[config.mk]
export PLATFORM = sky130hd
export DESIGN_NAME = fetch_align
export DESIGN_NICKNAME = d
export VERILOG_FILES = /design/src/rtl/fetch_align_pkg.sv /design/src/rtl/fetch_align_parcel_buf.sv /design/src/rtl/fetch_align.sv
export SDC_FILE = /design/constraint.sdc
export NUM_CORES = 1
export LEC_CHECK = 0
export CAP_MARGIN = 0
export CORE_ASPECT_RATIO = 0.9
export CORE_MARGIN = 2
export CORE_UTILIZATION = 50
export DETAILED_ROUTE_END_ITERATION = 10
export PLACE_DENSITY = 0.79
export SETUP_SLACK_MARGIN = 0.15
export SYNTH_ARGS = -nofsm -noshare
export SYNTH_HDL_FRONTEND = slang
export SYNTH_SLANG_ARGS = --single-unit
[constraint.sdc]
create_clock -name clk -period 6.67 [get_ports clk]
set_clock_uncertainty 0.2 [all_clocks]
set_input_delay 1.0005 -clock clk [delete_from_list [all_inputs] [get_ports clk]]
set_output_delay 1.0005 -clock clk [all_outputs]
set_load 0.02 [all_outputs]
[src/rtl/fetch_align_pkg.sv]
// Shared definitions for the fetch/align stage: parcel geometry, FSM encoding
// and the instruction length decode that decode also relies on.
package fetch_align_pkg;

   localparam int PARCEL_W    = 16;
   localparam int BUF_PARCELS = 8;

   localparam logic [2:0] PARCEL_LEN_16 = 3'd1;
   localparam logic [2:0] PARCEL_LEN_32 = 3'd2;
   localparam logic [2:0] PARCEL_LEN_64 = 3'd4;

   typedef enum logic [1:0] {
      ST_IDLE    = 2'd0,
      ST_REQ     = 2'd1,
      ST_WAIT    = 2'd2,
      ST_DISCARD = 2'd3
   } fetch_state_e;

   function automatic logic [2:0] parcel_need(input logic [PARCEL_W-1:0] first);
      logic [2:0] len;
      if (first[15] == 1'b0) begin
         len = PARCEL_LEN_16;
      end else if (first[14] == 1'b0) begin
         len = PARCEL_LEN_32;
      end else begin
         len = PARCEL_LEN_64;
      end
      return len;
   endfunction

   // Parcel 0 lives in the most significant bits of a fetch word.
   function automatic logic [PARCEL_W-1:0] word_parcel(input logic [63:0] word,
                                                       input logic [1:0]  idx);
      logic [PARCEL_W-1:0] p;
      case (idx)
         2'd0:    p = word[63:48];
         2'd1:    p = word[47:32];
         2'd2:    p = word[31:16];
         2'd3:    p = word[15:0];
         default: p = 16'h0000;
      endcase
      return p;
   endfunction

endpackage

[src/rtl/fetch_align_parcel_buf.sv]
// Eight-entry parcel queue: shifts out consumed parcels toward q0, then appends
// the useful parcels of a fetch word behind the survivors.
module fetch_align_parcel_buf
   import fetch_align_pkg::*;
(
   input  logic        clk,
   input  logic        rst,
   input  logic        clear,
   input  logic [2:0]  consume_len,
   input  logic        append,
   input  logic [1:0]  append_skip,
   input  logic [63:0] append_data,
   output logic [63:0] inst_out,
   output logic [3:0]  count
);

   logic [PARCEL_W-1:0] q_r     [BUF_PARCELS];
   logic [PARCEL_W-1:0] q_nxt_s [BUF_PARCELS];
   logic [PARCEL_W-1:0] q_sh_s  [BUF_PARCELS];
   logic [3:0]          count_r;
   logic [3:0]          count_sh_s;
   logic [3:0]          count_nxt_s;
   logic [3:0]          src_s;
   logic [3:0]          off_s;
   logic [3:0]          lane_s;

   // Next buffer contents: shift by the consumed length, then overlay the new word.
   always_comb begin
      count_sh_s = count_r - {1'b0, consume_len};
      src_s      = 4'd0;
      off_s      = 4'd0;
      lane_s     = 4'd0;
      for (int p = 0; p < BUF_PARCELS; p++) begin
         src_s = 4'(p) + {1'b0, consume_len};
         if (src_s < 4'(BUF_PARCELS)) begin
            q_sh_s[p] = q_r[src_s[2:0]];
         end else begin
            q_sh_s[p] = 16'h0000;
         end
         off_s  = 4'(p) - count_sh_s;
         lane_s = off_s + {2'b00, append_skip};
         if (append && (4'(p) >= count_sh_s) && (lane_s < 4'd4)) begin
            q_nxt_s[p] = word_parcel(append_data, lane_s[1:0]);
         end else begin
            q_nxt_s[p] = q_sh_s[p];
         end
      end
      if (append) begin
         count_nxt_s = count_sh_s + (4'd4 - {2'b00, append_skip});
      end else begin
         count_nxt_s = count_sh_s;
      end
   end

   // Parcel storage and fill level.
   always_ff @(posedge clk) begin
      if (rst || clear) begin
         for (int p = 0; p < BUF_PARCELS; p++) begin
            q_r[p] <= 16'h0000;
         end
         count_r <= 4'd0;
      end else begin
         for (int p = 0; p < BUF_PARCELS; p++) begin
            q_r[p] <= q_nxt_s[p];
         end
         count_r <= count_nxt_s;
      end
   end

   // Present q0..q3, forcing parcels beyond the fill level to zero.
   always_comb begin
      inst_out = 64'h0;
      for (int i = 0; i < 4; i++) begin
         if (4'(i) < count_r) begin
            inst_out[63-16*i -: 16] = q_r[i];
         end else begin
            inst_out[63-16*i -: 16] = 16'h0000;
         end
      end
   end

   assign count = count_r;

endmodule

[src/rtl/fetch_align.sv]
// Fetch/align stage: issues aligned 64-bit fetches, keeps the parcel buffer fed,
// tracks the decode PC and rejects advances that do not match the instruction length.
module fetch_align
   import fetch_align_pkg::*;
#(
   parameter logic [63:0] RESET_PC = 64'h0
)(
   input  logic        clk,
   input  logic        rst,
   output logic        imem_req,
   output logic [63:0] imem_addr,
   input  logic        imem_ack,
   input  logic        imem_rvalid,
   input  logic [63:0] imem_rdata,
   input  logic        redirect_valid,
   input  logic [63:0] redirect_pc,
   output logic [63:0] inst_out,
   output logic        inst_valid,
   output logic [63:0] pc_out,
   input  logic        advance16,
   input  logic        advance32,
   input  logic        advance64,
   output logic        err_advance
);

   fetch_state_e state_r;
   fetch_state_e state_nxt_s;
   logic [63:0]  fetch_addr_r;
   logic [1:0]   skip_r;
   logic [63:0]  pc_r;
   logic         err_r;

   logic [3:0]   count_s;
   logic [2:0]   need_s;
   logic [2:0]   adv_vec_s;
   logic [2:0]   adv_len_s;
   logic         adv_legal_s;
   logic         adv_err_s;
   logic [2:0]   consume_len_s;
   logic         append_s;

   fetch_align_parcel_buf u_buf (
      .clk         (clk),
      .rst         (rst),
      .clear       (redirect_valid),
      .consume_len (consume_len_s),
      .append      (append_s),
      .append_skip (skip_r),
      .append_data (imem_rdata),
      .inst_out    (inst_out),
      .count       (count_s)
   );

   assign need_s     = parcel_need(inst_out[63:48]);
   assign inst_valid = ({1'b0, need_s} <= count_s);
   assign adv_vec_s  = {advance64, advance32, advance16};

   // Advance legality: exactly one strobe whose length matches the presented instruction.
   always_comb begin
      case (adv_vec_s)
         3'b001:  adv_len_s = PARCEL_LEN_16;
         3'b010:  adv_len_s = PARCEL_LEN_32;
         3'b100:  adv_len_s = PARCEL_LEN_64;
         default: adv_len_s = 3'd0;
      endcase
      if ((adv_len_s != 3'd0) && inst_valid && (adv_len_s == need_s)) begin
         adv_legal_s = 1'b1;
      end else begin
         adv_legal_s = 1'b0;
      end
      adv_err_s = (adv_vec_s != 3'b000) && !adv_legal_s;
      if (adv_legal_s && !redirect_valid) begin
         consume_len_s = adv_len_s;
      end else begin
         consume_len_s = 3'd0;
      end
   end

   assign append_s = (state_r == ST_WAIT) && imem_rvalid && !redirect_valid;

   // Fetch sequencing; a redirect turns the one outstanding response into a discard.
   always_comb begin
      state_nxt_s = state_r;
      case (state_r)
         ST_IDLE: begin
            if (redirect_valid || (count_s <= 4'd4)) begin
               state_nxt_s = ST_REQ;
            end else begin
               state_nxt_s = ST_IDLE;
            end
         end
         ST_REQ: begin
            if (imem_ack && redirect_valid) begin
               state_nxt_s = ST_DISCARD;
            end else if (imem_ack) begin
               state_nxt_s = ST_WAIT;
            end else begin
               state_nxt_s = ST_REQ;
            end
         end
         ST_WAIT: begin
            if (redirect_valid) begin
               state_nxt_s = ST_DISCARD;
            end else if (imem_rvalid) begin
               state_nxt_s = ST_IDLE;
            end else begin
               state_nxt_s = ST_WAIT;
            end
         end
         ST_DISCARD: begin
            // A further redirect still waits on the same stale response.
            if (imem_rvalid) begin
               state_nxt_s = ST_IDLE;
            end else begin
               state_nxt_s = ST_DISCARD;
            end
         end
         default: state_nxt_s = ST_IDLE;
      endcase
   end

   // State, fetch address, skip, decode PC and advance error registers.
   always_ff @(posedge clk) begin
      if (rst) begin
         state_r      <= ST_IDLE;
         fetch_addr_r <= {RESET_PC[63:3], 3'b000};
         skip_r       <= RESET_PC[2:1];
         pc_r         <= {RESET_PC[63:1], 1'b0};
         err_r        <= 1'b0;
      end else begin
         state_r <= state_nxt_s;
         err_r   <= adv_err_s;
         if (redirect_valid) begin
            fetch_addr_r <= {redirect_pc[63:3], 3'b000};
            skip_r       <= redirect_pc[2:1];
            pc_r         <= {redirect_pc[63:1], 1'b0};
         end else begin
            if (append_s) begin
               fetch_addr_r <= fetch_addr_r + 64'd8;
               skip_r       <= 2'b00;
            end else begin
               fetch_addr_r <= fetch_addr_r;
               skip_r       <= skip_r;
            end
            pc_r <= pc_r + {60'd0, consume_len_s, 1'b0};
         end
      end
   end

   assign imem_req    = (state_r == ST_REQ);
   assign imem_addr   = fetch_addr_r;
   assign pc_out      = pc_r;
   assign err_advance = err_r;

endmodule

# --- Word-level counts from Yosys, hierarchy flattened ---
# Memory sizes are Yosys's and may differ from the RTL's.
# Cells that the tools add are included.
totals:
  register_bits: 137
  mem_bits_rw: 128
  output_inout_bits: 195
  word_cells: 203
  memories: 1
mem_list:
  columns: ["memory", "depth", "word_bits", "read_ports", "rd_ports_with_merged_regs", "write_ports", "line_no", "source"]
  rows:
  - ["u_buf.q_r", 8, 16, 12, 0, 8, "fetch_align_parcel_buf.sv:17", "logic [PARCEL_W-1:0] q_r [BUF_PARCELS];"]
classes:
  n_addsub: 28
  magnitude_cmp: 30
  eq_ne: 31
  muxes: 57
  n_bitwise: 8
  reduce_logical: 40
ops:
  columns: ["operator", "n"]
  rows:
  - ["one-hot mux 16 bit (4 select lines)", 8]
  - ["two-way mux 16 bit", 28]
  - ["two-way mux 64 bit", 3]
  - ["adder 64 x 4 -> 64 bit", 1]
  - ["adder 64 x 4 -> 64 bit (second input constant)", 1]
  - ["== test 2 bit (second input constant)", 18]
  - ["adder 4 x 2 -> 4 bit", 8]
  - ["less-than comparator 4 x 3 -> 1 bit (second input constant)", 8]
  - ["less-than comparator 4 bit (second input constant)", 7]
  - ["logical AND 1 bit", 23]
  - ["== test 2 x 1 -> 1 bit (second input constant)", 9]
  - ["zero test 2 bit", 9]
  - ["adder 3 x 3 -> 4 bit (first input constant)", 4]
  - ["greater-or-equal comparator 3 x 4 -> 1 bit (first input constant)", 4]
  - ["subtractor 3 x 4 -> 4 bit (first input constant)", 4]
  - ["two-way mux 2 bit", 7]
  - ["two-way mux 3 bit", 3]
  - ["one-hot mux 3 bit (3 select lines)", 1]
  - ["adder 2 x 3 -> 4 bit (first input constant)", 2]
  - ["greater-or-equal comparator 1 x 4 -> 1 bit (first input constant)", 2]
  - ["greater-or-equal comparator 2 x 4 -> 1 bit (first input constant)", 2]
  - ["less-than comparator 1 x 4 -> 1 bit (first input constant)", 2]
  - ["less-than comparator 2 x 4 -> 1 bit (first input constant)", 2]
  - ["bitwise OR 1 bit", 8]
  - ["21 further kinds", 30]

# --- Logic depth before layout (Yosys ltp) ---
depth:
  word_depth: 17
  ltp_mapped: 29
  mapped_depth_nobuf: 23

# --- Modules after synthesis ---
# Synthesis repeated with hierarchy kept, for this count alone.
hier_totals:
  cells_unflattened: 2339
  hier_area_um2: 20504.7
by_module_without_submodules:
  columns: ["module", "n_inst", "cells_each", "area_per_inst_um2", "seq_area_each_um2"]
  rows:
  - ["fetch_align_parcel_buf", 1, 1389, 12914.9, 2642.5]
  - ["fetch_align", 1, 950, 7589.8, 2582.5]

# --- Worst setup path after synthesis ---
# No wires, ideal clock.
synth_path:
  path_type: "flip-flop to flip-flop"
  start: "register u_buf.count_r[3] (netlist: u_buf.count[3])"
  end: "memory u_buf.q_r[5][10]"
  setup_ps: 124
  t_arrival_ps: 6181
  t_required_ps: 6346
  setup_slack_ps: 165
  stages_incl_launch_ff: 21
  n_path_buf: 7
  cell_sequence: "dfxtp_1 > buf_2 > o41ai_4 > inv_1 > and2_1 > ha_1 > a32oi_1 > a21oi_1 > and4_1 > clkbuf_1 > inv_1 > buf_2 > buf_2 > fa_1 > fa_1 > clkbuf_1 > buf_1 > clkbuf_1 > mux4_2 > a221oi_1 > a21oi_1"
synth_lines:
  columns: ["element", "line_no", "source"]
  rows:
  - ["start: declaration", "fetch_align_parcel_buf.sv:20", "logic [3:0] count_r;"]
  - ["start signal: assignment", "fetch_align_parcel_buf.sv:66", "count_r <= count_nxt_s;"]
  - ["end: declaration", "fetch_align_parcel_buf.sv:17", null]

==> results <==
- The flow ran to the end, and the final reports show no timing, DRC or antenna violations.
- The Yosys step of the flow raised 0 warnings.
- Routability-driven placement finished with a final weighted congestion of 0.992.
- The detailed router placed 21300 vias in this run.
- The global routing's busiest layer is met2.
- The first-pass GRT wire length is 121000 um.
- For this run, global-route usage on met3 was measured as 15.6%.
- Entering global routing, the biggest net connects 110 pins.
- For the worst setup path, the data required time is 7.00 ns.
- The number of remaining DRC errors is 0.
- The highest clock frequency the design can meet is 162 MHz.
- After synthesis, flip-flops and latches occupy 26.6% of the total area.
- For this block, the routed nets add up to 81100 um of wire.
- The root buffer cell chosen for the clock tree is sky130_fd_sc_hd__clkbuf_16.
- The final count of hold timing violations is 0.
- The worst flop-to-flop path startpoint is u_buf.count[0].
- By area the synthesized netlist is led by sky130_fd_sc_hd__dfxtp_1, sky130_fd_sc_hd__mux4_2, sky130_fd_sc_hd__nand2_1, sky130_fd_sc_hd__mux2i_1, sky130_fd_sc_hd__a21oi_1.
- The source of the worst hold timing path is skip_r[1].
- After routing, the total negative slack on setup checks comes to 0 ns.
- The synthesis-to-finish area growth is 24.2%.
- During I/O placement, the number of pins put on the boundary was 331.
- The final routed wire length divided by cell count is 25.0 um.
- The area of the die is 0.0409 mm^2.
- The most used flip-flop cell after synthesis is sky130_fd_sc_hd__dfxtp_1.
- Synthesis handed over a netlist of 2461 instances.
- The final count of negative-setup-slack endpoints is 0.
- The number of violations reported at the end of detailed-routing iteration 0 is 2699.
- Dividing the detail-routed via count by the number of cells gives 6.58.
- The met2 routing resource usage after global routing is 56.6%.
- The fraction of the cycle the final worst path needs is 92.6%.
- The transition time at the pin with the least slew margin is 1.23 ns.
- The critical path class is register to register.
- The analysis attributes to cell leakage a power of 8.84 nW.
- Tracing the worst setup path back leads to its startpoint at u_buf.count[0].
- The synthesized area is 0.0196 mm^2.
- The count of nets left with antenna violations after detail routing is 0.
- Dividing the synthesized area by the synthesized cell count gives 7.98 um^2.
- The worst setup path is captured at a register.
- The global-route congestion overflow total is 0.
- For this design, the CTS-stage hold fixing added 0 buffers.
- Setup repair after global routing left no endpoint under its margin.
- The synthesis-stage register bit count is 261.
- The met1 track utilization from global routing is 49.2%.
- The worst setup path is launched from a register.
- The clock sink total is 261.
- The total of cells resized after clock tree synthesis is 0.
- The number of antenna violations at the first check in global routing is 8.
- The cell area power density is 175 mW/mm^2.
- After clock tree synthesis, the setup repair step added 0 buffers.
- The die boundary width is 213 um.
- In the synthesized netlist the async set-or-reset flop fraction comes to 0%.
- In this run the vertical extent of the chip is 192 um.
- After clock tree synthesis, the clock-pin slew on the worst setup and hold paths is 0.06 ns.
- In this run, CTS created clock tree buffers numbering 31.
- The maximum root-to-sink buffer count is 3.
- The wire-length estimate of the detail-placed layout is 56400 um.
- The tool flagged a number of max-cap violations equal to 0.
- Headroom to the max-slew limit came out at 17.7%.
- The peak fanout along the critical path is 15.
- The peak supply drop is 199 uV.
- After synthesis, the largest area contributor takes up 26.6% of total cell area.
- Across every metal layer, demand over resource in global routing totals 38.5%.
- The number of max-slew violations in the final report is 0.
- The number of port buffers is 325.
- After layout, the minimum clock period comes to 6.18 ns.
- At the worst endpoint, the arrival time is 6.51 ns.
- For this configuration, the core starts out at a cell density of 51.0%.
- Of the cells placed in the final design, the portion with a size suffix greater than 1 is 9.39%.
- The number of synthesized flops with an enable pin is 0.
- The net total in the final layout is 2868.
- The via count of the first global-routing pass is 20200.
- The distinct cell type count after synthesis is 80.
- At the later pin of the worst-skew pair, clock insertion delay measures 0.60 ns.
- After floorplanning, the core was sized to cover 0.0385 mm^2.
- The initialized floorplan defines 68 standard-cell rows.
- The CTS tree is built.
- The first detailed-routing pass ran for 6 iterations.
- The largest area contributor in the synthesized netlist is sky130_fd_sc_hd__dfxtp_1.
- After layout, the design draws a total of 4.27 mW.
- The H-tree depth reported by CTS is 1.
- The path class of the tightest hold or removal check is register to register.
## final timing paths
path / end / slack [ns] / cells after the start
max reg2reg: u_buf.q_r[5][10] / 0.49 / 21
min: skip_r[1] / 0.28 / 2
min reg2reg: skip_r[1] / 0.28 / 2
max: u_buf.q_r[5][10] / 0.49 / 21
## metal layers
| layer | up-vias | share of wire, % |
|---|---|---|
| li1 | 9374 | - |
| met1 | 10000 | 38 |
| met2 | 1563 | 42 |
| met3 | 377 | 15 |
| met4 | 4 | 5.3 |
| met5 | - | 0.028 |
## cell usage after synthesis (all sizes together) (68+ instances only)
cell type / number
nand3: 185
o21ai: 79
a21boi: 72
dfxtp: 261
nor2: 112
a21oi: 197
mux4: 77
inv: 82
buf: 75
nor2b: 68
xor2: 72
nand2: 406
clkbuf: 114
mux2i: 102
## state kept, by name, indices dropped and copies added (netlist names)
register and cells:
pc_out 63, err_advance 1, imem_addr 61, u_buf.count 4, u_buf.q_r 128, skip_r 2, state_r 2
## power breakdown
part / internal (mW) / switching, mW
clock: 1.08 / 0.775
combinational: 0.329 / 0.385
sequential: 1.62 / 0.0779
## metrics by stage
stage / hold WS [ns] / worst slack [ns] / cell area, um^2 / instances / utilization, %
2_1_floorplan: 0.254 / 0.165 / 19700 / 2464 / -
3_3_place_gp: 0.268 / 0.527 / 23300 / 3184 / 60.4
3_5_place_dp: 0.279 / 0.457 / 23300 / 3184 / 60.4
4_1_cts: 0.288 / 0.459 / 24400 / 3241 / 63.3
5_1_grt: 0.315 / 0.179 / 24400 / 3241 / 63.3
6_report: 0.283 / 0.494 / 24400 / 3242 / 63.3
## critical path, cell delays in order (launching register included)
cell	delay, ns
sky130_fd_sc_hd__dfxtp_1	0.39
sky130_fd_sc_hd__o41ai_4	0.43
sky130_fd_sc_hd__inv_1	0.16
sky130_fd_sc_hd__and2_1	0.20
sky130_fd_sc_hd__ha_1	0.29
sky130_fd_sc_hd__nor2_1	0.09
sky130_fd_sc_hd__nor2_1	0.05
sky130_fd_sc_hd__buf_4	0.16
sky130_fd_sc_hd__a21oi_1	0.22
sky130_fd_sc_hd__and4_2	0.27
sky130_fd_sc_hd__clkinv_1	0.12
sky130_fd_sc_hd__ha_1	0.28
sky130_fd_sc_hd__and3b_1	0.18
sky130_fd_sc_hd__or3_1	0.42
sky130_fd_sc_hd__nand2_2	0.23
sky130_fd_sc_hd__inv_1	0.14
sky130_fd_sc_hd__ha_1	0.31
sky130_fd_sc_hd__a311oi_1	0.46
sky130_fd_sc_hd__nor4_4	0.10
sky130_fd_sc_hd__nor3b_4	1.01
sky130_fd_sc_hd__o211ai_1	0.21
sky130_fd_sc_hd__a21oi_1	0.18
## cell families (layout without fill, tap and decap cells)
family / after synthesis / after routing / synth area share (%)
AND/OR/NAND/NOR: 942 / 942 / 22.5
AO/OA/AOI/OAI: 619 / 619 / 20.9
buffers and inverters: 271 / 523 / 5.97
flip-flops: 261 / 261 / 26.6
multiplexers: 199 / 199 / 15.2
XOR/XNOR: 128 / 128 / 5.99
adder cells (fa/ha/maj): 40 / 40 / 2.81
other: 1 / 5 / 0.0191
## placed cells by master, fill, tap and decap left out, types with 53 or more instances in the layout
cell / synthesis / layout
sky130_fd_sc_hd__nand2_1: 405 / 405
sky130_fd_sc_hd__clkdlybuf4s50_1: 0 / 323
sky130_fd_sc_hd__dfxtp_1: 261 / 261
sky130_fd_sc_hd__a21oi_1: 195 / 195
sky130_fd_sc_hd__nand3_1: 184 / 184
sky130_fd_sc_hd__nor2_1: 111 / 104
sky130_fd_sc_hd__mux2i_1: 102 / 102
sky130_fd_sc_hd__mux4_2: 77 / 77
sky130_fd_sc_hd__inv_1: 78 / 76
sky130_fd_sc_hd__o21ai_0: 76 / 76
sky130_fd_sc_hd__a21boi_0: 72 / 72
sky130_fd_sc_hd__xor2_1: 70 / 69
sky130_fd_sc_hd__nor2b_1: 67 / 67
sky130_fd_sc_hd__a22oi_1: 62 / 62
sky130_fd_sc_hd__buf_4: 12 / 56
sky130_fd_sc_hd__xnor2_1: 53 / 53
## layout make-up
type                       count  area [um^2]
antenna                        1         2.50
clock buffer                  40          870
clock inverter                17          221
fill                        3284        14100
inverter                      82          312
multi-input combinational   1932        13400
sequential                   261         5230
tap                          525          657
timing repair buffer         384         3720
No activity file was read; power rests on OpenSTA's default activity.
